[config.mk]
export PLATFORM = sky130hd
export DESIGN_NAME = wb_pipe_reg
export DESIGN_NICKNAME = d
export VERILOG_FILES = /design/src/rtl/wb_pipe_reg_pkg.sv /design/src/rtl/wb_chan_reg.sv /design/src/rtl/wb_pipe_reg.sv
export SDC_FILE = /design/constraint.sdc
export NUM_CORES = 1
export LEC_CHECK = 0
export BUFFER_PORTS_ARGS = -buffer_cell sky130_fd_sc_hd__buf_2
export CORE_ASPECT_RATIO = 1.25
export CORE_MARGIN = 2
export CORE_UTILIZATION = 43
export CTS_BUF_LIST = sky130_fd_sc_hd__clkbuf_4 sky130_fd_sc_hd__clkbuf_8
export CTS_CLUSTER_SIZE = 24
export DETAILED_ROUTE_END_ITERATION = 12
export GPL_ROUTABILITY_DRIVEN = 0
export PLACE_DENSITY = 0.74
export REMOVE_ABC_BUFFERS = 1
export SETUP_SLACK_MARGIN = 0.5
export SLEW_MARGIN = 20
export SYNTH_ARGS = -nofsm -noshare
export SYNTH_HDL_FRONTEND = slang
export SYNTH_SLANG_ARGS = --single-unit
export TNS_END_PERCENT = 20
[constraint.sdc]
create_clock -name clk -period 6.44 [get_ports clk]
set_clock_uncertainty 0.05 [all_clocks]
set_input_delay 0.322 -clock clk [delete_from_list [all_inputs] [get_ports clk]]
set_output_delay 0.322 -clock clk [all_outputs]
set_load 0.02 [all_outputs]
[src/rtl/wb_pipe_reg_pkg.sv]
// Shared definitions for the WB pipeline register: reset/write polarity
// constants, named stall-vector bit positions and the per-cycle action type.
// Optional HI/LO path is enabled by defining WB_HILO_EN.
package wb_pipe_reg_pkg;

  localparam logic        RstEnable    = 1'b0;
  localparam logic        RstDisable   = 1'b1;
  localparam logic        WriteEnable  = 1'b1;
  localparam logic        WriteDisable = 1'b0;
  localparam logic [31:0] ZeroWord     = 32'h0000_0000;
  localparam logic [4:0]  ZeroReg      = 5'd0;

  // Bit positions in the control unit's stall vector, one per stage.
  localparam int unsigned StallPc  = 0;
  localparam int unsigned StallIf  = 1;
  localparam int unsigned StallId  = 2;
  localparam int unsigned StallEx  = 3;
  localparam int unsigned StallMem = 4;
  localparam int unsigned StallWb  = 5;

  // What the register does on the next rising edge.
  typedef enum logic [1:0] {
    ACT_HOLD   = 2'd0,
    ACT_LOAD   = 2'd1,
    ACT_BUBBLE = 2'd2
  } wb_act_e;

  // Flush beats everything; a stalled upstream feeding a running stage
  // inserts a bubble; a stalled own stage holds; otherwise load.
  function automatic wb_act_e decode_action(input logic flush,
                                            input logic stall_prev,
                                            input logic stall_self);
    if (flush)                        return ACT_BUBBLE;
    else if (stall_prev && !stall_self) return ACT_BUBBLE;
    else if (stall_self)              return ACT_HOLD;
    else                              return ACT_LOAD;
  endfunction

endpackage

[src/rtl/wb_chan_reg.sv]
// One register-write channel of the WB pipeline register: write enable,
// destination address and data, with load / bubble / hold control.
module wb_chan_reg
  import wb_pipe_reg_pkg::*;
#(
  parameter int DATA_W = 32,
  parameter int REG_AW = 5
) (
  input  logic              clk,
  input  logic              rst,
  input  wb_act_e           act,
  input  logic              in_wd,
  input  logic [REG_AW-1:0] in_wreg,
  input  logic [DATA_W-1:0] in_wdata,
  output logic              out_wd,
  output logic [REG_AW-1:0] out_wreg,
  output logic [DATA_W-1:0] out_wdata
);

  logic              wd_q,    wd_d;
  logic [REG_AW-1:0] wreg_q,  wreg_d;
  logic [DATA_W-1:0] wdata_q, wdata_d;

  // Next-state selection from the decoded action.
  always_comb begin
    // NOTE: every output gets a default first so no path leaves it unassigned (no latch).
    wd_d    = wd_q;
    wreg_d  = wreg_q;
    wdata_d = wdata_q;
    case (act)
      ACT_LOAD: begin
        wd_d    = in_wd;
        wreg_d  = in_wreg;
        wdata_d = in_wdata;
      end
      ACT_BUBBLE: begin
        wd_d    = WriteDisable;
        wreg_d  = '0;
        wdata_d = '0;
      end
      default: ;
    endcase
  end

  // State register with synchronous active-low reset.
  always_ff @(posedge clk) begin
    // NOTE: non-blocking assignments so every flop samples pre-edge values.
    if (rst == RstEnable) begin
      wd_q    <= WriteDisable;
      wreg_q  <= '0;
      wdata_q <= '0;
    end else begin
      wd_q    <= wd_d;
      wreg_q  <= wreg_d;
      wdata_q <= wdata_d;
    end
  end

  assign out_wd    = wd_q;
  assign out_wreg  = wreg_q;
  assign out_wdata = wdata_q;

endmodule

[src/rtl/wb_pipe_reg.sv]
// EX/MEM-to-WB pipeline register for a multi-issue core. Drops r0 writes,
// lets the youngest channel win same-address collisions, flags resolved
// collisions and counts retired instructions.
// Defining WB_HILO_EN adds a registered HI/LO write path.
module wb_pipe_reg
  import wb_pipe_reg_pkg::*;
#(
  parameter int DATA_W    = 32,
  parameter int REG_AW    = 5,
  parameter int NUM_CH    = 2,
  parameter int STALL_W   = 6,
  parameter int STAGE_IDX = 4,
  parameter int CNT_W     = 32
) (
  input  logic                     clk,
  input  logic                     rst,
  input  logic [STALL_W-1:0]       stall,
  input  logic                     flush,
  input  logic [NUM_CH-1:0]        ex_valid,
  input  logic [NUM_CH-1:0]        ex_wd,
  input  logic [NUM_CH*REG_AW-1:0] ex_wreg,
  input  logic [NUM_CH*DATA_W-1:0] ex_wdata,
`ifdef WB_HILO_EN
  input  logic                     ex_whilo,
  input  logic [DATA_W-1:0]        ex_hi,
  input  logic [DATA_W-1:0]        ex_lo,
  output logic                     wb_whilo,
  output logic [DATA_W-1:0]        wb_hi,
  output logic [DATA_W-1:0]        wb_lo,
`endif
  output logic [NUM_CH-1:0]        wb_wd,
  output logic [NUM_CH*REG_AW-1:0] wb_wreg,
  output logic [NUM_CH*DATA_W-1:0] wb_wdata,
  output logic                     wb_conflict,
  output logic [CNT_W-1:0]         wb_retire_cnt
);

  wb_act_e           act;
  logic [NUM_CH-1:0] we;
  logic [NUM_CH-1:0] keep;
  logic              collide;
  logic [CNT_W-1:0]  cnt_inc;
  logic              conflict_q, conflict_d;
  logic [CNT_W-1:0]  cnt_q,      cnt_d;
  logic              stall_unused;

  // Only two stall bits matter here; fold the rest into a named sink.
  assign stall_unused = ^stall;

  assign act = decode_action(flush, stall[STAGE_IDX-1], stall[STAGE_IDX]);

  // Drop r0 writes, then clear any write shadowed by a younger channel.
  always_comb begin
    we      = '0;
    keep    = '0;
    collide = 1'b0;
    for (int i = 0; i < NUM_CH; i++) begin
      we[i] = ex_wd[i] && (ex_wreg[i*REG_AW +: REG_AW] != '0);
    end
    keep = we;
    for (int i = 0; i < NUM_CH; i++) begin
      for (int j = i + 1; j < NUM_CH; j++) begin
        if (we[i] && we[j] &&
            (ex_wreg[j*REG_AW +: REG_AW] == ex_wreg[i*REG_AW +: REG_AW])) begin
          keep[i] = 1'b0;
          collide = 1'b1;
        end
      end
    end
  end

  // Per-channel output registers; cleared channels load zeros.
  for (genvar g = 0; g < NUM_CH; g++) begin : g_chan
    wb_chan_reg #(
      .DATA_W (DATA_W),
      .REG_AW (REG_AW)
    ) u_chan (
      .clk       (clk),
      .rst       (rst),
      .act       (act),
      .in_wd     (keep[g]),
      .in_wreg   (keep[g] ? ex_wreg[g*REG_AW +: REG_AW] : '0),
      .in_wdata  (keep[g] ? ex_wdata[g*DATA_W +: DATA_W] : '0),
      .out_wd    (wb_wd[g]),
      .out_wreg  (wb_wreg[g*REG_AW +: REG_AW]),
      .out_wdata (wb_wdata[g*DATA_W +: DATA_W])
    );
  end

  // Conflict flag and retire counter next state; counter wraps modulo 2^CNT_W.
  always_comb begin
    cnt_inc    = '0;
    conflict_d = conflict_q;
    cnt_d      = cnt_q;
    for (int i = 0; i < NUM_CH; i++) begin
      cnt_inc = cnt_inc + CNT_W'(ex_valid[i]);
    end
    case (act)
      ACT_LOAD: begin
        conflict_d = collide;
        cnt_d      = cnt_q + cnt_inc;
      end
      ACT_BUBBLE: conflict_d = 1'b0;
      default: ;
    endcase
  end

  // Conflict flag and retire counter registers.
  always_ff @(posedge clk) begin
    if (rst == RstEnable) begin
      conflict_q <= 1'b0;
      cnt_q      <= '0;
    end else begin
      conflict_q <= conflict_d;
      cnt_q      <= cnt_d;
    end
  end

  assign wb_conflict   = conflict_q;
  assign wb_retire_cnt = cnt_q;

`ifdef WB_HILO_EN
  logic              whilo_q, whilo_d;
  logic [DATA_W-1:0] hi_q,    hi_d;
  logic [DATA_W-1:0] lo_q,    lo_d;

  // HI/LO next state; values are zeroed when no HI/LO write is loaded.
  always_comb begin
    whilo_d = whilo_q;
    hi_d    = hi_q;
    lo_d    = lo_q;
    case (act)
      ACT_LOAD: begin
        whilo_d = ex_whilo;
        hi_d    = ex_whilo ? ex_hi : '0;
        lo_d    = ex_whilo ? ex_lo : '0;
      end
      ACT_BUBBLE: begin
        whilo_d = WriteDisable;
        hi_d    = '0;
        lo_d    = '0;
      end
      default: ;
    endcase
  end

  // HI/LO registers.
  always_ff @(posedge clk) begin
    if (rst == RstEnable) begin
      whilo_q <= WriteDisable;
      hi_q    <= '0;
      lo_q    <= '0;
    end else begin
      whilo_q <= whilo_d;
      hi_q    <= hi_d;
      lo_q    <= lo_d;
    end
  end

  assign wb_whilo = whilo_q;
  assign wb_hi    = hi_q;
  assign wb_lo    = lo_q;
`endif

endmodule

### Yosys cells after proc, flatten, opt, wreduce, memory -nomap -nowiden

Cells that the tools add are included.

* $add $sub $neg: 2
* eq/ne operators: 3
* multiplexer cells: 16
* reduce and logical (&&, ||, !) cells: 9

Operators with widths (number)
* one-hot mux 32 bit (2 select lines): 2
* two-way mux 32 bit: 2
* adder 32 x 2 -> 32 bit: 1
* one-hot mux 5 bit (2 select lines): 2
* two-way mux 5 bit: 2
* nonzero test 5 bit: 2
* one-hot mux 1 bit (2 select lines): 3
* == test 5 bit: 1
* logical AND 1 bit: 5
* two-way mux 2 bit: 2
* two-way mux 1 bit: 3
* adder 1 x 1 -> 2 bit: 1
* == test 2 x 1 -> 1 bit, second input constant: 1
* == test 2 bit, second input constant: 1
* nonzero test 2 bit: 1
* zero test 1 bit: 1

* register bits after elaboration: 109
* input port bits: 87
* output and inout port bits: 109
* word-level logic and storage cells: 38

### Longest topological paths before layout

Gate-level depths: netlist of run 1.

* word-level depth: 7
* depth in mapped cells: 10
* gate-level depth less buffers: 8

### Cells and area by module

A second synthesis of run 1 with hierarchy kept.

* cells, all modules: 623
* area total of the unflattened synthesis: 5260.0 um2

Modules (own cells, without submodules)
* wb_chan_reg: instances 2, cells an instance 170, area each 1529.0 um2
* wb_pipe_reg: instances 1, cells an instance 283, area each 2202.1 um2

### Worst setup path after synthesis of run 1

Ideal clock, no wire load.

* path kind: reg2reg
* from: register cnt_q[0], in the netlist wb_retire_cnt[0]
* to: register cnt_q[22], in the netlist wb_retire_cnt[22]
* arrival: 2340 ps
* data required time: 6320 ps
* path slack: 3980 ps
* stages on the path, launching flop included: 11
* path buffers: 2
* clock period less this slack: 2460 ps
* cells stage by stage: dfxtp_1 inv_1 fa_1 inv_1 ha_1 and4_1 clkbuf_1 nand2_1 clkbuf_1 or4_1 a21oi_1

* cells in the longest elaborated chain, start to end: 1

Ends and longest elaborated chain
* from (decl): line wb_pipe_reg.sv:44 `logic [CNT_W-1:0] cnt_q, cnt_d;`
* from (signal assigned): line wb_pipe_reg.sv:115 `cnt_q <= cnt_d;`
* adder 32 x 2 -> 32 bit: line wb_pipe_reg.sv:101 `cnt_d = cnt_q + cnt_inc;`

Every way passes these cells.
A chain may end at the register's enable or synchronous reset.

### Worst setup path in the final report of run 1

* from: register cnt_q[0], in the netlist wb_retire_cnt[0]
* to: register cnt_q[26], in the netlist wb_retire_cnt[26]

The elaborated chain is that of the path after synthesis.

==> flow_summary.yaml, run 1 <==
critical_path:
  endpoint_kind: "register"
  arrival_ps: 2810
  endpoint: "wb_retire_cnt[26]$_SDFFE_PN0N_"
  reg2reg_to: "wb_retire_cnt[26]$_SDFFE_PN0N_"
  crit_type: "register to register"
  cp-startpoint: "wb_retire_cnt[0]$_SDFFE_PN0N_"
  path_max_fanout: 12
  cp.required_ps: 6650
  start_kind: "register"
  reg2reg_depth: 8
  reg2reg_from: "wb_retire_cnt[0]$_SDFFE_PN0N_"
  r2r_setup_slack_ps: 3840
cts:
  clk-insertion-delay-late_ps: 360
  cts_root_buf: "clkbuf_8"
  cts_tree: "built"
  cts_buffer_depth: 2
  cts_hold_buf: 0
  clk_pin_slew_ps: 100
  numCtsBuffers: 9
  cts_setup_buffers: 0
  clkSinkCount: 109
  post_cts_resized: 0
  htree_levels: 3
detailed_routing:
  dr_total_vias: 3835
  wl_per_cell_um: 14.4
  post_drt_via_cell_ratio: 5.36
  drt_iter0_markers: 159
  drt_first_pass_iters: 5
  wirelength_mm: 10.3
  final_antenna_net_count: 0
  drc: 0
power_and_ir_drop:
  p_int_mw: 0.900
  total_switching_power_mw: 0.305
  p_per_area_nw_per_um2: 229
  power.share.clock: 0.321
  pwr-share-comb: 0.101
  seqPwrFrac: 0.578
  leakagePower_nw: 2.41
  ir_drop_mv: 0.107
  p_sw_frac: 0.253
sta:
  drv_slew: 0
  relSlewSlack: 0.334
  worst_pin_slew_ps: 999
  max_freq_mhz: 384
  setup_violations: 0
  period_share: 0.404
  finalCriticalPeriod_ps: 2600
  hold_viol_final: 0
  rsz0062_at_grt: "no"
  tns_ps: 0
placement:
  dp_hpwl_mm: 7.46
  dp.cells: 699
  port_buffers: 191
synth:
  synth_top_cells_by_count: "109 x dfxtp_1, 51 x nor2_1, 37 x a22o_1, 37 x a22oi_1, 25 x clkbuf_1"
  netlist.area_leader.share: 0.533
  synth_edf_count: 0
  ys_seq_area_frac: 0.533
  ys_ff_latch: 109
  yosys_warnings: 0
  synth_area_um2: 4100
  yosysMostFrequentCell: "dfxtp_1"
  syn_avg_cell_area_um2: 9.83
  yosysTopAreaCell: "dfxtp_1"
  synth-async-reset-ratio: 0
  syn_inst: 417
  synthTopCellsByArea: "dfxtp_1 53%, a22o_1 7.9%, a22oi_1 6.8%"
  netlist-cell-type-count: 38
  ys.flop_type: "dfxtp_1"
grt:
  grt_pass1_vias: 3604
  met1_usage: 0.240
  use_met3: 0.0506
  antenna_found_initial: 0
  grt_max_degree: 70
  use_met2: 0.336
  grt_overflow_total: 0
  track_usage: 0.200
  globalRoute.busiestLayer: "met2"
  grt_pass1_wl_mm: 16.9
status:
  status: "finished, final reports clean"
cells_and_area:
  multi_input_area_um2: 1730
  regArea_um2: 2180
  num_antenna_cells: 0
  final_cells: 715
  drive_gt1_frac: 0.361
  area_growth_pct: 28.7
  nFillCells: 823
  nNetsFinal: 678
floorplan:
  initial_utilization: 0.444
  coreArea_um2: 9220
  die_h_um: 113
  rows: 39
  io_pins: 196
  die_area_um2: 10300
  die_w_um: 91.3
job:
  drv_cap: 0
min_path:
  hold_path_class: "input port to register"
  hp-start: "ex_wdata[25]"
cell families (layout without fill, tap and decap cells):
| group | after synthesis | count (layout) | share of synthesized area |
|---|---|---|---|
| AO/OA/AOI/OAI | 125 | 125 | 0.225 |
| AND/OR/NAND/NOR | 117 | 117 | 0.148 |
| buffers and inverters | 47 | 222 | 0.0482 |
| multiplexers | 1 | 1 | 0.00244 |
| adder cells (fa/ha/maj) | 4 | 4 | 0.0140 |
| XOR/XNOR | 14 | 14 | 0.0299 |
| flip-flops | 109 | 109 | 0.533 |
how the worst min path moves through the flow:
stage,to,cells past startpoint
5_1_grt,g_chan[0].u_chan.out_wdata[25]$_SDFFE_PN0P_,2
4_1_cts,g_chan[0].u_chan.out_wdata[25]$_SDFFE_PN0P_,2
3_3_place_gp,g_chan[0].u_chan.out_wd$_SDFFE_PN0P_,1
2_1_floorplan,wb_retire_cnt[11]$_SDFFE_PN0N_,1
6_report,g_chan[0].u_chan.out_wdata[25]$_SDFFE_PN0P_,2
3_5_place_dp,g_chan[0].u_chan.out_wd$_SDFFE_PN0P_,1
stage by stage:
step / utilization / setup slack (ps) / cell area [um2] / hold slack [ps] / total power, mW
final: 0.572 / 3840 / 5270 / 114 / 1.21
after CTS: 0.572 / 3860 / 5270 / 96.8 / 1.22
after global routing: 0.572 / 3640 / 5270 / 110 / 1.26
after detailed placement: 0.552 / 3580 / 5090 / 388 / 0.835
after global placement: 0.552 / 3620 / 5090 / 380 / 0.832
after floorplan: - / 3010 / 3950 / 390 / 0.776
sequential cells by signal, summed over array words and instances, names as in the netlist:
register                 flops
g_chan.u_chan.out_wdata     64
wb_retire_cnt               32
g_chan.u_chan.out_wreg      10
g_chan.u_chan.out_wd         2
wb_conflict                  1
power by group through the flow:
stage / combinational, mW / clock (mW) / sequential (mW)
6_report: 0.122 / 0.387 / 0.697
5_1_grt: 0.134 / 0.423 / 0.699
4_1_cts: 0.123 / 0.399 / 0.697
3_5_place_dp: 0.123 / 0 / 0.712
3_3_place_gp: 0.120 / 0 / 0.712
2_1_floorplan: 0.0441 / 0 / 0.732
per-layer routing:
metal  wire length [um]  up-vias  part of all wire
met1               4290     1791              0.42
met4                251        0             0.024
met2               5040      151              0.49
met5                  0        -                 0
li1                   -     1874                 -
met3                727       19             0.071
layout by cell type (no fill, tap or decap), drive strengths merged, types with 2 or more instances in the layout:
cell type,synthesis,routed
nand2,10,10
clkbuf,25,11
a22oi,37,37
xnor2,3,3
nor3,5,5
ha,3,3
nand4,9,9
inv,12,14
or3,5,5
a21oi,21,21
o31ai,16,16
a22o,37,37
o21ai,5,5
clkinv,1,4
or4,20,20
nor2,51,51
o21a,3,3
and4,4,4
xor2,11,11
dfxtp,109,109
nand3,9,9
a21o,2,2
buf,9,193
cell type report:
cell class / count / share of cell area
inverters: 13 / 0.00949
flip-flops and latches: 109 / 0.414
clock buffers: 11 / 0.0287
well taps: 123 / 0.0292
clock inverters: 5 / 0.00617
repair buffers: 193 / 0.184
multi-input cells: 261 / 0.329
worst max-delay path, stage by stage, from the launching register on:
cell and delay [ps]:
dfxtp_1 370, inv_1 60, fa_1 400, inv_1 70, ha_1 140, and4_1 380
nand2_1 300, or4_1 560, a21oi_1 170
Power figures use the tool's default switching activity.
==> run 2: changes to the inputs <==
--- a/config.mk
+++ b/config.mk
@@ -5,6 +5,7 @@
 export SDC_FILE = /design/constraint.sdc
 export NUM_CORES = 1
 export LEC_CHECK = 0
+export ABC_AREA = 1
 export BUFFER_PORTS_ARGS = -buffer_cell sky130_fd_sc_hd__buf_2
 export CORE_ASPECT_RATIO = 1.25
 export CORE_MARGIN = 2
@@ -13,7 +14,7 @@
 export CTS_CLUSTER_SIZE = 24
 export DETAILED_ROUTE_END_ITERATION = 12
 export GPL_ROUTABILITY_DRIVEN = 0
-export PLACE_DENSITY = 0.74
+export PLACE_DENSITY = 0.72
 export REMOVE_ABC_BUFFERS = 1
 export SETUP_SLACK_MARGIN = 0.5
 export SLEW_MARGIN = 20
==> constraint.sdc (replaced) <==
create_clock -name clk -period 2.6 [get_ports clk]
set_clock_uncertainty 0.05 [all_clocks]
set_input_delay 0.13 -clock clk [delete_from_list [all_inputs] [get_ports clk]]
set_output_delay 0.13 -clock clk [all_outputs]
set_load 0.02 [all_outputs]
==> flow_summary.yaml, run 2 <==
grt:
  grt_overflow_total: 0
  grt_pass1_vias: 4987
  track_usage: 0.246
  antenna_found_initial: 0
  use_met2: 0.439
  use_met3: 0.0454
  grt_pass1_wl_mm: 23.6
  met1_usage: 0.284
  grt_max_degree: 78
  globalRoute.busiestLayer: "met2"
placement:
  dp_hpwl_mm: 9.26
  port_buffers: 191
floorplan:
  coreArea_um2: 10500
  die_w_um: 96.7
  rows: 42
  io_pins: 196
  initial_utilization: 0.439
  die_area_um2: 11600
  die_h_um: 120
synth:
  ys_seq_area_frac: 0.473
  synth_top_cells_by_count: "180 x nand2_1, 109 x dfxtp_1, 90 x a21oi_1"
  netlist-cell-type-count: 30
  syn_avg_cell_area_um2: 7.32
  syn_inst: 631
  yosysTopAreaCell: "dfxtp_1"
  ys.flop_type: "dfxtp_1"
  synth-async-reset-ratio: 0
  synth_edf_count: 0
  synthTopCellsByArea: "dfxtp_1 47%, nand2_1 15%, a21oi_1 9.8%"
  synth_area_um2: 4620
  ys_ff_latch: 109
  netlist.area_leader.share: 0.473
  yosysMostFrequentCell: "nand2_1"
  yosys_warnings: 0
cts:
  cts_tree: "built"
  cts_buffer_depth: 2
  numCtsBuffers: 9
  clk-insertion-delay-late_ps: 380
  clk_pin_slew_ps: 100
  clkSinkCount: 109
  cts_root_buf: "clkbuf_8"
  htree_levels: 3
sta:
  max_freq_mhz: 490
  worst_pin_slew_ps: 762
  hold_viol_final: 0
  drv_slew: 0
  holdWs_ps: 90.1
  rsz0062_at_grt: "yes"
  period_share: 0.785
  finalCriticalPeriod_ps: 2040
  setup_violations: 0
  relSlewSlack: 0.492
cells_and_area:
  area_growth_pct: 42.8
  largest_reg_flops: 64
  layout_common_cells: "191 x buf_2, 180 x nand2_1, 108 x dfxtp_1"
  final_common_cell: "buf_2"
  nFillCells: 877
  regArea_um2: 2180
  nNetsFinal: 970
  num_antenna_cells: 0
  drive_gt1_frac: 0.268
  multi_input_area_um2: 2150
power_and_ir_drop:
  leakagePower_nw: 2.84
  p_per_area_nw_per_um2: 477
  power.total_mw: 3.15
  ir_drop_mv: 0.233
critical_path:
  endpoint_kind: "register"
  start_kind: "register"
  cp.required_ps: 2810
  reg2reg_depth: 13
  crit_type: "register to register"
  path_max_fanout: 3
  arrival_ps: 2250
job:
  drv_cap: 0
min_path:
  hold_path_class: "input port to register"
  hold_depth: 3
detailed_routing:
  dr_total_vias: 5264
  final_antenna_net_count: 0
  drc: 0
  wirelength_mm: 14.7
  wl_per_cell_um: 14.5
  post_drt_via_cell_ratio: 5.18
  drt_first_pass_iters: 5
  drt_iter0_markers: 292
status:
  status: "finished, final reports clean"
## run 2: cell count changes after synthesis, moves of 6 or more
cell / previous run / this run
nand2_1: 10 / 180
a21oi_1: 21 / 90
nand3_1: 9 / 59
a22o_1: 37 / 0
a22oi_1: 37 / 0
inv_1: 12 / 36
or4_1: 20 / 0
o31ai_1: 16 / 0
clkbuf_1: 25 / 19
nor2_1: 51 / 57
o21ai_0: 3 / 9
xor2_1: 11 / 5
## run 2: repair_timing
action / in CTS / in global routing
resized for setup: 7 / 4
pin swaps: 1 / 2
setup endpoints to repair: 2 / 6
hold buffers: 74 / 0
hold endpoints to repair: 74 / 0
buffers inserted: 0 / 2
## run 2: metal layers
layer  share of wire  routed length (um)
met1            0.38                5620
met2            0.51                7560
met3           0.070                1030
met4           0.036                 523
met5               0                   0
## run 2: stage by stage
stage | worst slack (ps) | setup TNS [ps] | util | cells | cell area, um2
after floorplan | -662 | -46450 | - | 596 | 4420
after global placement | 480 | 0 | 0.533 | 924 | 5600
after detailed placement | 431 | 0 | 0.533 | 924 | 5600
after CTS | 522 | 0 | 0.624 | 1014 | 6560
after global routing | 426 | 0 | 0.627 | 1016 | 6590
final | 560 | 0 | 0.627 | 1016 | 6590
## run 2: kinds of logic after synthesis
group | synth area share
flops | 0.473
buf+inv | 0.0737
fa+ha+maj | 0.0125
xor+xnor | 0.0209
compound gates | 0.112
simple gates | 0.308
## run 2: final timing paths
path                                                                 start                                          to  slack (ps)
worst max-delay path                         wb_retire_cnt[0]$_SDFFE_PN0N_              wb_retire_cnt[30]$_SDFFE_PN0N_         560
worst min-delay path                                                   rst              wb_retire_cnt[28]$_SDFFE_PN0N_          90
worst max register to register               wb_retire_cnt[0]$_SDFFE_PN0N_              wb_retire_cnt[30]$_SDFFE_PN0N_         560
worst min register to register  g_chan[1].u_chan.out_wdata[1]$_SDFFE_PN0P_  g_chan[1].u_chan.out_wdata[1]$_SDFFE_PN0P_         420
## run 2: power by group
part	leakage [nW]	internal, mW	switching [mW]
registers	0.882	1.71	0.0196
logic	1.87	0.195	0.248
clock network	0.0917	0.401	0.575
total	2.84	2.30	0.843
## run 2: final cells by class
class                           instances  area share
Timing Repair Buffer                  272       0.267
Clock inverter                          5     0.00512
Multi-Input combinational cell        448       0.326
Sequential cell                       109       0.331
Tap cell                              132      0.0250
Inverter                               39      0.0222
Clock buffer                           11      0.0230
## run 2: worst max-delay path, cell delays in order, from the launching register on
cell and delay (ps):
dfxtp_2 350, inv_1 50, fa_1 390, inv_1 100
ha_4 150, nand3_4 110, nor2_4 140, nand2_1 70
nor2_2 150, nand2_1 90, nor2_1 100, nand2_1 60
nand2_1 70, nor2_1 40
==> run 3: changes to the inputs <==
==> constraint.sdc (replaced) <==
create_clock -name clk -period 1.9 [get_ports clk]
set_clock_uncertainty 0.05 [all_clocks]
set_input_delay 0.095 -clock clk [delete_from_list [all_inputs] [get_ports clk]]
set_output_delay 0.095 -clock clk [all_outputs]
set_load 0.02 [all_outputs]
==> flow_summary.yaml, run 3 (synthesized netlist as in run 2, its figures left out) <==
cells_and_area:
  num_antenna_cells: 0
  nNetsFinal: 988
  layout_common_cells: "191 x buf_2, 172 x nand2_1, 108 x dfxtp_1"
  drive_gt1_frac: 0.317
  design_area_um2: 7010
  nFillCells: 859
  final_cells: 1034
  final_common_cell: "buf_2"
  largest_reg_flops: 64
  area_growth_pct: 51.8
  multi_input_area_um2: 2330
  regArea_um2: 2180
job:
  drv_cap: 0
cts:
  cts_buffer_depth: 2
  numCtsBuffers: 9
  cts_tree: "built"
  clk_pin_slew_ps: 100
  cts_root_buf: "clkbuf_8"
  htree_levels: 3
  clkSinkCount: 109
  clk-insertion-delay-late_ps: 370
power_and_ir_drop:
  power.share.clock: 0.347
  ir_drop_mv: 0.393
  p_sw_frac: 0.246
  leakagePower_nw: 3.02
  pwr-share-comb: 0.140
  p_per_area_nw_per_um2: 657
  p_int_mw: 3.47
  total_switching_power_mw: 1.13
  seqPwrFrac: 0.513
detailed_routing:
  drt_first_pass_iters: 7
  wl_per_cell_um: 14.7
  drt_iter0_markers: 237
  wirelength_mm: 15.2
  dr_total_vias: 5352
  post_drt_via_cell_ratio: 5.18
  final_antenna_net_count: 0
  drc: 0
sta:
  relSlewSlack: 0.633
  drv_slew: 0
  finalCriticalPeriod_ps: 1850
  worst_pin_slew_ps: 551
  max_freq_mhz: 541
  hold_viol_final: 0
  setup_violations: 0
  rsz0062_at_grt: "yes"
  period_share: 0.973
grt:
  track_usage: 0.244
  grt_pass1_wl_mm: 23.5
  grt_pass1_vias: 5065
  grt_max_degree: 78
  use_met2: 0.437
  antenna_found_initial: 0
  globalRoute.busiestLayer: "met2"
  met1_usage: 0.290
  grt_overflow_total: 0
  use_met3: 0.0268
min_path:
  hold_path_class: "input port to register"
floorplan:
  die_area_um2: 11600
  coreArea_um2: 10500
  rows: 42
  initial_utilization: 0.439
  io_pins: 196
  die_w_um: 96.7
  die_h_um: 120
critical_path:
  start_kind: "register"
  cp.required_ps: 2110
  crit_type: "register to register"
  path_max_fanout: 3
  arrival_ps: 2060
  endpoint_kind: "register"
placement:
  dp_hpwl_mm: 9.35
  dpl_cell_area_um2: 5720
  port_buffers: 191
  dp.cells: 936
status:
  status: "finished, final reports clean"
[run 3: path summary, 6_finish.rpt]
check	slack [ps]	startpoint	cells after the start	endpoint
setup reg to reg	50	wb_retire_cnt[0]$_SDFFE_PN0N_	12	wb_retire_cnt[17]$_SDFFE_PN0N_
hold reg to reg	420	g_chan[1].u_chan.out_wdata[2]$_SDFFE_PN0P_	2	g_chan[1].u_chan.out_wdata[2]$_SDFFE_PN0P_
hold / removal	60	rst	3	wb_retire_cnt[22]$_SDFFE_PN0N_
setup / recovery	50	wb_retire_cnt[0]$_SDFFE_PN0N_	12	wb_retire_cnt[17]$_SDFFE_PN0N_
[run 3: critical path, cell delays in order, from the launching register on]
cell     delay (ps)
dfxtp_2         350
inv_2            40
fa_2            360
buf_6           130
nor2_4          130
buf_4           150
nand3_4          90
nor2_4          110
nand2_2          80
nor2_4           90
nand2_1          50
nand2_1          60
nor2_1           40
[run 3: timing repair]
item	CTS	global route
hold buffers	74	0
hold endpoints to repair	74	0
gates resized for setup	33	34
pin swaps	9	20
endpoints found under the setup margin	107	107
setup buffers	5	3
[run 3: power groups by stage]
stage / sequential, mW / clock, mW / combinational, mW
after floorplan: 2.48 / 0 / 0.182
after global placement: 2.41 / 0 / 0.474
after detailed placement: 2.41 / 0 / 0.484
after CTS: 2.36 / 1.64 / 0.611
after global routing: 2.37 / 1.70 / 0.690
final: 2.36 / 1.60 / 0.644
[run 3: layout make-up]
class / count / share of cell area
Multi-Input combinational cell: 448 / 0.333
Sequential cell: 109 / 0.312
Timing Repair Buffer: 290 / 0.277
Clock buffer: 13 / 0.0237
Tap cell: 132 / 0.0236
Inverter: 39 / 0.0211
Clock inverter: 3 / 0.00964
[run 3: stage by stage]
stage | worst slack, ps | setup TNS [ps] | hold WS, ps | util | power (mW)
4_1_cts | 35.3 | 0 | 49.5 | 0.651 | 4.61
5_1_grt | -63.6 | -235 | 86.0 | 0.667 | 4.76
6_report | 52.2 | 0 | 62.1 | 0.667 | 4.61
2_1_floorplan | -1330 | -98070 | 165 | - | 2.66
3_5_place_dp | -127 | -668 | 299 | 0.544 | 2.90
3_3_place_gp | -78.2 | -92.1 | 294 | 0.544 | 2.89
[run 3: routing by layer]
layer  part of all wire  vias to the layer above  wire (um)
li1                   -                     2567          -
met1               0.39                     2477       5920
met2               0.51                      252       7750
met3              0.062                       56        949
met4              0.038                        0        578
met5                  0                        -          0
